## src/rtl/branch_predictor.sv

```systemverilog
// Direct-mapped branch predictor: 2-bit saturating counters with a target per entry.
// Lookup is purely combinational; resolved branches from execute train the table on clk.
module branch_predictor #(
    parameter int IDX_BITS = 4
) (
    input  logic        clk,
    input  logic        rst,
    input  logic [31:0] f_pc,
    output logic        f_taken,
    output logic [31:0] f_next_pc,
    input  logic        u_valid,
    input  logic [31:0] u_pc,
    input  logic        u_taken,
    input  logic [31:0] u_target,
    input  logic        u_pred_taken,
    output logic        u_mispredict,
    output logic [15:0] mispredict_cnt
);
    localparam int DEPTH = 2 ** IDX_BITS;
    localparam int TAG_W = 32 - IDX_BITS - 2;

    logic              valid_q  [DEPTH];
    logic [TAG_W-1:0]  tag_q    [DEPTH];
    logic [1:0]        ctr_q    [DEPTH];
    logic [31:0]       target_q [DEPTH];

    logic [IDX_BITS-1:0] f_idx;
    logic [IDX_BITS-1:0] u_idx;
    logic [TAG_W-1:0]    f_tag;
    logic [TAG_W-1:0]    u_tag;
    logic                f_hit;
    logic                u_hit;

    // Instruction-aligned PCs: the low two bits carry no information.
    logic unused_pc_bits;
    assign unused_pc_bits = ^{f_pc[1:0], u_pc[1:0]};

    assign f_idx = f_pc[IDX_BITS+1:2];
    assign f_tag = f_pc[31:IDX_BITS+2];
    assign u_idx = u_pc[IDX_BITS+1:2];
    assign u_tag = u_pc[31:IDX_BITS+2];

    assign f_hit = valid_q[f_idx] && (tag_q[f_idx] == f_tag);
    assign u_hit = valid_q[u_idx] && (tag_q[u_idx] == u_tag);

    assign f_taken      = f_hit & ctr_q[f_idx][1];
    assign f_next_pc    = f_taken ? target_q[f_idx] : f_pc + 32'd4;
    assign u_mispredict = u_valid & (u_taken ^ u_pred_taken);

    always_ff @(posedge clk or posedge rst) begin
        if (rst) begin
            for (int i = 0; i < DEPTH; i++) begin
                valid_q[i]  <= 1'b0;
                tag_q[i]    <= '0;
                ctr_q[i]    <= 2'b01;
                target_q[i] <= 32'd0;
            end
        end else if (u_valid) begin
            if (u_hit) begin
                if (u_taken) begin
                    if (ctr_q[u_idx] != 2'b11) begin
                        ctr_q[u_idx] <= ctr_q[u_idx] + 2'd1;
                    end
                    target_q[u_idx] <= u_target;
                end else if (ctr_q[u_idx] != 2'b00) begin
                    ctr_q[u_idx] <= ctr_q[u_idx] - 2'd1;
                end
            end else if (u_taken) begin
                // Not-taken misses are never allocated, so only taken branches evict.
                valid_q[u_idx]  <= 1'b1;
                tag_q[u_idx]    <= u_tag;
                ctr_q[u_idx]    <= 2'b10;
                target_q[u_idx] <= u_target;
            end
        end
    end

    always_ff @(posedge clk or posedge rst) begin
        if (rst) begin
            mispredict_cnt <= 16'd0;
        end else if (u_mispredict && (mispredict_cnt != 16'hFFFF)) begin
            mispredict_cnt <= mispredict_cnt + 16'd1;
        end
    end
endmodule
```

## config.mk

```make
export PLATFORM = sky130hd
export DESIGN_NAME = branch_predictor
export DESIGN_NICKNAME = d
export VERILOG_FILES = /design/src/rtl/branch_predictor.sv
export SDC_FILE = /design/constraint.sdc
export NUM_CORES = 2
export LEC_CHECK = 0
export ABC_AREA = 1
export BUFFER_PORTS_ARGS = -buffer_cell sky130_fd_sc_hd__buf_2
export CAP_MARGIN = 5
export CORE_ASPECT_RATIO = 0.8
export CORE_UTILIZATION = 40
export CTS_CLUSTER_DIAMETER = 150
export DETAILED_ROUTE_END_ITERATION = 16
export PLACE_DENSITY = 0.56
export SYNTH_ARGS = -nofsm -noshare
export SYNTH_HDL_FRONTEND = slang
export SYNTH_SLANG_ARGS = --single-unit
```

## constraint.sdc

```tcl
create_clock -name clk -period 42.1 [get_ports clk]
set_clock_uncertainty 0.15 [all_clocks]
set_input_delay 8.42 -clock clk [delete_from_list [all_inputs] [get_ports clk]]
set_output_delay 8.42 -clock clk [all_outputs]
set_load 0.01 [all_outputs]
```

Yosys cells after proc, flatten, opt, wreduce, memory -nomap -nowiden

Index checks and enable logic that the tools add are counted.

Logic and storage cells: 136
Register bits: 992
Input bits: 101
Output and inout bits: 50

Equality and inequality tests: 5
Reduce and logical (&&, ||, !) cells: 10
$add $sub $neg: 4
Mux-type cells: 39
$lt $le $gt $ge: 3
Bitwise logic cells: 10

Operators with widths:

| cell                                                     | count |
|---|---|
| bitwise mux 512 bit                                      | 1 |
| bitwise mux 416 bit                                      | 1 |
| two-way mux 32 bit                                       | 9 |
| binary-select mux 26 bit (select 4 bit)                  | 2 |
| two-way mux 26 bit                                       | 5 |
| binary-select mux 32 bit (select 4 bit)                  | 1 |
| demux 32 bit (select 4 bit)                              | 1 |
| demux 26 bit (select 4 bit)                              | 1 |
| bitwise mux 32 bit                                       | 2 |
| == test 26 bit                                           | 2 |
| adder 32 x 3 -> 32 bit, second input constant            | 1 |
| OR 16 bit                                                | 2 |
| adder 16 x 1 -> 16 bit, second input constant            | 1 |
| bitwise AND 16 bit                                       | 1 |
| binary-select mux 2 bit (select 4 bit)                   | 2 |
| != test 16 bit, second input constant                    | 1 |
| inverter 16 bit                                          | 1 |
| greater-or-equal comparator 5 bit, second input constant | 2 |
| two-way mux 2 bit                                        | 5 |
| inverter 4 -> 5 bit                                      | 2 |
| binary-select mux 1 bit (select 4 bit)                   | 2 |
| demux 2 bit (select 4 bit)                               | 1 |
| nonzero test 2 bit                                       | 3 |
| < comparator 5 x 1 -> 1 bit, second input constant       | 1 |
| other kinds (13)                                         | 21 |

Longest topological paths before layout

Depth in word-level cells: 9
Gate-level depth with buffers: 24
Depth with buffers taken out: 21

Worst setup path after synthesis

Ideal clock, no wire load.

Path kind: input to output
Start: input port f_pc[2]
End: output port f_next_pc[19]
Arrival: 10.569 ns
Slack: 22.961 ns
Buffers on the path: 4
Stages on the path: 15
Path through: inv_2 > buf_2 > buf_2 > clkbuf_1 > nor2_1 > o211ai_1 > o211ai_1 > nand3_1 > nand4_1 > nor2_1 > nand3_1 > nor2_2 > buf_2 > nand2_1 > nand2_1

Longest elaborated chain between the ends: 8

RTL lines:

| item                                                   | RTL line | source |
|---|---|---|
| start: declaration                                     | 8        | `input logic [31:0] f_pc,` |
| inverter 4 -> 5 bit (implied by the code) (*)          | 43, 46   |  |
| binary-select mux 26 bit (select 4 bit)                | 43       | `assign f_hit = valid_q[f_idx] && (tag_q[f_idx] == f_tag);` |
| two-way mux 26 bit (implied by the code) (2 in series) | 43       |  |
| == test 26 bit                                         | 43       |  |
| logical AND 1 bit                                      | 43       |  |
| bitwise AND 1 bit (*)                                  | 46       | `assign f_taken = f_hit & ctr_q[f_idx][1];` |
| named net f_taken                                      | 9        | `output logic f_taken,` |
| two-way mux 32 bit (*)                                 | 47       | `assign f_next_pc = f_taken ? target_q[f_idx] : f_pc + 32'd4;` |
| end: declaration                                       | 10       | `output logic [31:0] f_next_pc,` |

Mark *: on every way through the listed nets, which the timed path passes. The rest lies on a longest branch. The select of a mux whose other input is x is not followed.

Final worst setup path

Start: input port f_pc[2]
End: output port f_next_pc[18]

Longest elaborated chain between the ends: 8

RTL lines:

| item                                                   | RTL line |
|---|---|
| inverter 4 -> 5 bit (implied by the code)              | 43, 46, 47 |
| binary-select mux 26 bit (select 4 bit)                | 43 |
| two-way mux 26 bit (implied by the code) (2 in series) | 43 |
| == test 26 bit                                         | 43 |
| logical AND 1 bit                                      | 43 |
| bitwise AND 1 bit                                      | 46 |
| two-way mux 32 bit (*)                                 | 47 |

Mark *: on every way between the ends. The rest lies on a longest branch, timed or not. The select of a mux whose other input is x is not followed.

==> impl_table.tex <==
\begin{tabular}{lr}
\hline
Metric & Value \\
\hline
\multicolumn{2}{l}{\textbf{Status}} \\
Run status & completed \\
\multicolumn{2}{l}{\textbf{Die}} \\
Chip Width & 402 µm \\
Die Span Y & 322 µm \\
Core region area & 127000 µm² \\
Die Footprint & 129000 µm² \\
Row Count & 117 \\
Initial Utilization & 0.403 \\
Number of top-level design ports & 151 \\
\multicolumn{2}{l}{\textbf{Power and ir drop}} \\
Static Leakage & 26.7 nW \\
Maximum vdd drop & 0.0000332 V \\
Power density over the cells & 47.7 nW/µm² \\
\multicolumn{2}{l}{\textbf{Synth}} \\
Multiplexer fraction of the synthesized cell area & 0.000220 \\
Post-synthesis cell area & 51200 µm² \\
Number of enable-type register cells in the synthesized netlist & 0 \\
Dominant combinational cell family by area after synthesis & simple AND/OR/NAND/NOR gates \\
Simple logic cell fraction of the synthesized area & 0.240 \\
Post-synthesis register bit count & 992 \\
Average cell area after synthesis & 7.34 µm² \\
Syn Inst Count & 6973 \\
Compound-gate portion of the synthesized area & 0.196 \\
Mapped Nets & 7078 \\
Most used flip-flop cell after synthesis & sky130\_fd\_sc\_hd\_\_dfrtp\_1 \\
Ys async rst share & 1.00 \\
Post-synthesis share of cell area spent on full adders, half adders and majority gates & 0.000978 \\
Sequential-to-total area share from yosys stat & 0.485 \\
Warnings from Yosys & 0 \\
Synth unique cells & 44 \\
Xor-xnor portion of the synthesized cell area & 0.00821 \\
\multicolumn{2}{l}{\textbf{Drt}} \\
Post-route DRC violation count & 0 \\
Antenna Violating Nets Remaining & 0 \\
Via total after detailed routing & 47600 \\
Final routed wirelength across all metal layers & 188 mm \\
Mean routed wirelength per cell & 21.9 µm \\
First drt pass iteration count & 6 \\
Violation count after the first detailed-route iteration & 5725 \\
DR vias/cell & 5.57 \\
\multicolumn{2}{l}{\textbf{GRT}} \\
Congestion Overflow GR & 0 \\
Wire length of the first global-routing pass & 281 mm \\
Global routing usage summed across all routing layers & 0.286 \\
Number of global-route vias before repair & 43100 \\
Antenna violations before repair & 25 \\
Maximum number of pins on one net before global-route repair & 181 \\
\multicolumn{2}{l}{\textbf{Clock tree}} \\
Clock tree root driver cell & sky130\_fd\_sc\_hd\_\_clkbuf\_16 \\
TritonCTS buffer count & 106 \\
Number of resized instances in the post-cts repair step & 0 \\
Clk Latency, worst-skew pair & 0.76 ns \\
Clk pin slew, worst setup/hold paths & 0.06 ns \\
TritonCTS clock tree & yes \\
Clock H-tree levels & 3 \\
TritonCTS sink count & 992 \\
Setup Fix Bufs, Post-CTS & 0 \\
Count of hold-fix buffers inserted at cts & 0 \\
CTS Buffer Depth & 3 \\
\multicolumn{2}{l}{\textbf{Critical path}} \\
Worst-path cell with the longest stage delay & sky130\_fd\_sc\_hd\_\_nor2\_4 \\
Reg2Reg Capture Point & ctr\_q[28] \\
Worst path cell trace & buf\_8 -> inv\_8 -> buf\_4 -> nor2\_1 -> o211ai\_1 -> o211ai\_1 -> nand3\_1 -> nand4\_1 -> nor2\_1 -> nand3\_1 -> nor2\_4 -> o21ai\_0 -> buf\_2 \\
Setup crit start kind & primary input \\
Worst path top cell family by delay & simple AND/OR/NAND/NOR gates \\
Number of cells traversed by the worst register-to-register path & 18 \\
Largest stage delay, worst path & 1.00 ns \\
Reg-to-reg startpoint & tag\_q[99] \\
Reg2reg setup slack & 37.59 ns \\
Worst Setup Path Type & primary input to output pin \\
Arrival time of the worst setup path & 13.89 ns \\
Worst EP required & 33.53 ns \\
Worst Path Max Fanout & 111 \\
Endpoint kind of the worst setup timing path & output pin \\
WP buf/inv & 4 \\
\multicolumn{2}{l}{\textbf{Min path}} \\
Count of cells along the worst hold path & 2 \\
Endpoint, Worst Hold & valid\_q[6] \\
Hold path startpoint & valid\_q[6] \\
Hold/Removal Path Class & register to register \\
\multicolumn{2}{l}{\textbf{Placement}} \\
HPWL after DPL & 105 mm \\
Placer's final routability congestion estimate & 0.928 \\
Area post-placement & 52800 µm² \\
Port bufs & 148 \\
\multicolumn{2}{l}{\textbf{Finish}} \\
Filler cell count & 13000 \\
Combined area of the multi-input logic cells & 23000 µm² \\
Proportion of layout cells with a drive suffix above 1 & 0.0700 \\
Net count of the finished layout & 6890 \\
Combined flip-flop and latch cell area & 24800 µm² \\
Post-layout utilization of the core & 0.445 \\
Post-Layout Inst Area & 56500 µm² \\
Synthesis-to-finish area growth & 10.3\% \\
\multicolumn{2}{l}{\textbf{Timing}} \\
Final period demand of the worst path & 22.46 ns \\
Final-report max-slew violation count & 0 \\
Final period utilization & 0.534 \\
Max transition margin & 0.258 \\
Final Hold Fails & 0 \\
Maximum operating frequency & 44.5 MHz \\
Hold Slack & 0.318 ns \\
Total of endpoints with negative setup slack in the final report & 0 \\
Setup repair after global routing missed its margin & false \\
Slew @ Worst Pin & 1.11 ns \\
Sum of negative setup slack & 0 ns \\
\multicolumn{2}{l}{\textbf{Flow run}} \\
Max-capacitance violation count & 0 \\
\hline
\end{tabular}
[synth_stat cells, types with 2 or more instances]
cell type / n / share of area
sky130_fd_sc_hd__a221oi_1: 6 / 0.0010
sky130_fd_sc_hd__dfstp_2: 16 / 0.0082
sky130_fd_sc_hd__clkbuf_1: 382 / 0.028
sky130_fd_sc_hd__ha_1: 4 / 0.00098
sky130_fd_sc_hd__nand4_1: 59 / 0.0072
sky130_fd_sc_hd__buf_1: 30 / 0.0022
sky130_fd_sc_hd__o211a_1: 4 / 0.00078
sky130_fd_sc_hd__a21o_1: 3 / 0.00044
sky130_fd_sc_hd__dfrtp_1: 976 / 0.48
sky130_fd_sc_hd__o22ai_1: 85 / 0.010
sky130_fd_sc_hd__inv_2: 13 / 0.00095
sky130_fd_sc_hd__xnor2_1: 10 / 0.0017
sky130_fd_sc_hd__a22oi_1: 15 / 0.0022
sky130_fd_sc_hd__a21oi_1: 158 / 0.015
sky130_fd_sc_hd__nand2_2: 10 / 0.0012
sky130_fd_sc_hd__a31oi_1: 2 / 0.00024
sky130_fd_sc_hd__a32o_1: 2 / 0.00039
sky130_fd_sc_hd__buf_4: 3 / 0.00044
sky130_fd_sc_hd__and3_1: 2 / 0.00024
sky130_fd_sc_hd__o21ai_0: 1420 / 0.14
sky130_fd_sc_hd__and2_1: 3 / 0.00037
sky130_fd_sc_hd__nor2_1: 482 / 0.035
sky130_fd_sc_hd__nand3b_1: 3 / 0.00044
sky130_fd_sc_hd__buf_2: 112 / 0.011
sky130_fd_sc_hd__nor4_1: 4 / 0.00049
sky130_fd_sc_hd__inv_1: 364 / 0.027
sky130_fd_sc_hd__nand3_1: 227 / 0.022
sky130_fd_sc_hd__nor3_1: 15 / 0.0015
sky130_fd_sc_hd__o221ai_1: 3 / 0.00051
sky130_fd_sc_hd__o21ai_1: 70 / 0.0068
sky130_fd_sc_hd__nor2_2: 5 / 0.00061
sky130_fd_sc_hd__clkinv_1: 2 / 0.00015
sky130_fd_sc_hd__o21a_1: 21 / 0.0031
sky130_fd_sc_hd__xor2_1: 38 / 0.0065
sky130_fd_sc_hd__o21bai_1: 2 / 0.00029
sky130_fd_sc_hd__nand2_1: 2308 / 0.17
sky130_fd_sc_hd__o211ai_1: 106 / 0.016
sky130_fd_sc_hd__nor3_2: 2 / 0.00039
[tightest hold or removal path, delay by kind of cell (launching register included)]
kind,cells,cell delay (ns)
DFF,1,0.32
and+or+nand+nor,1,0.06
buffers and inverters,1,0.05
[area by class of cell]
cell class / count / share of cell area
repair buffers: 231 / 0.0258
flip-flops and latches: 992 / 0.440
inverters: 379 / 0.0256
clock inverters: 38 / 0.00979
diodes: 9 / 0.000399
multi-input cells: 5075 / 0.407
clock buffers: 160 / 0.0548
well taps: 1666 / 0.0369
[placed cells by master, fill, tap and decap left out, types with 4 or more instances in the layout]
| cell | synthesis | routed |
|---|---|---|
| sky130_fd_sc_hd__nand3_1 | 227 | 219 |
| sky130_fd_sc_hd__a22oi_1 | 15 | 15 |
| sky130_fd_sc_hd__nand2_1 | 2308 | 2299 |
| sky130_fd_sc_hd__clkinv_16 | 0 | 6 |
| sky130_fd_sc_hd__o21ai_0 | 1420 | 1420 |
| sky130_fd_sc_hd__nor3_1 | 15 | 14 |
| sky130_fd_sc_hd__buf_12 | 0 | 5 |
| sky130_fd_sc_hd__o21ai_1 | 70 | 69 |
| sky130_fd_sc_hd__ha_1 | 4 | 4 |
| sky130_fd_sc_hd__buf_4 | 3 | 80 |
| sky130_fd_sc_hd__xnor2_1 | 10 | 10 |
| sky130_fd_sc_hd__nand2_4 | 0 | 4 |
| sky130_fd_sc_hd__clkbuf_8 | 0 | 24 |
| sky130_fd_sc_hd__nand2_2 | 10 | 15 |
| sky130_fd_sc_hd__dfrtp_1 | 976 | 976 |
| sky130_fd_sc_hd__nor4_1 | 4 | 4 |
| sky130_fd_sc_hd__inv_2 | 13 | 11 |
| sky130_fd_sc_hd__o21a_1 | 21 | 21 |
| sky130_fd_sc_hd__nor2_4 | 1 | 13 |
| sky130_fd_sc_hd__a221oi_1 | 6 | 6 |
| sky130_fd_sc_hd__clkbuf_16 | 0 | 106 |
| sky130_fd_sc_hd__clkbuf_1 | 382 | 30 |
| sky130_fd_sc_hd__a21oi_1 | 158 | 158 |
| sky130_fd_sc_hd__o22ai_1 | 85 | 85 |
| sky130_fd_sc_hd__nor2_1 | 482 | 473 |
| sky130_fd_sc_hd__buf_2 | 112 | 143 |
| sky130_fd_sc_hd__dfstp_2 | 16 | 16 |
| sky130_fd_sc_hd__bufinv_16 | 0 | 8 |
| sky130_fd_sc_hd__inv_1 | 364 | 361 |
| sky130_fd_sc_hd__o211a_1 | 4 | 4 |
| sky130_fd_sc_hd__clkinv_2 | 0 | 24 |
| sky130_fd_sc_hd__o211ai_1 | 106 | 106 |
| sky130_fd_sc_hd__xor2_1 | 38 | 38 |
| sky130_fd_sc_hd__nand4_1 | 59 | 59 |
| sky130_fd_sc_hd__diode_2 | 0 | 9 |
| sky130_fd_sc_hd__nand3_2 | 0 | 8 |
[state kept, by name, summed over array words and instances, names as in the netlist]
name / cells
tag_q: 416
target_q: 512
mispredict_cnt: 16
valid_q: 16
ctr_q: 32
[report_power, final]
part / internal [mW] / switching [mW]
clock network: 0.561 / 0.423
logic: 0.165 / 0.308
registers: 1.13 / 0.103
total: 1.86 / 0.834
[kinds of logic (layout without fill, tap and decap cells)]
group | count (synthesis) | count (layout)
xor+xnor | 48 | 48
other cells | 0 | 9
mux | 1 | 1
fa+ha+maj | 4 | 4
compound gates | 1899 | 1899
flops | 992 | 992
buf+inv | 906 | 808
simple gates | 3123 | 3123
[layer usage]
metal / share of wire / GRT usage / wire [µm] / up-vias
met5: 0.00070 / 0 / 132 / -
met4: 0.030 / 0.0852 / 5680 / 22
met3: 0.10 / 0.0648 / 18900 / 334
met2: 0.42 / 0.414 / 78200 / 2063
met1: 0.45 / 0.422 / 84700 / 22800
li1: - / - / - / 22400
[worst max-delay path by stage]
| stage | start | end | slack [ns] | cells past startpoint |
|---|---|---|---|---|
| finish | f_pc[2] | f_next_pc[18] | 19.64 | 13 |
| global route | f_pc[2] | f_next_pc[9] | 19.55 | 13 |
| CTS | f_pc[2] | f_next_pc[18] | 19.91 | 13 |
| detailed placement | f_pc[2] | f_next_pc[9] | 19.93 | 13 |
| global placement | f_pc[2] | f_next_pc[9] | 19.92 | 13 |
| floorplan | rst | ctr_q[11] | 5.65 | 1 |
[stage by stage]
step	worst slack [ns]	cells	total power, mW
CTS	19.91	8541	2.70
floorplan	5.65	6973	1.57
detailed placement	19.93	8343	1.72
finish	19.64	8550	2.69
global placement	19.92	8343	1.70
global route	19.55	8548	2.84
Power figures use the tool's default switching activity.
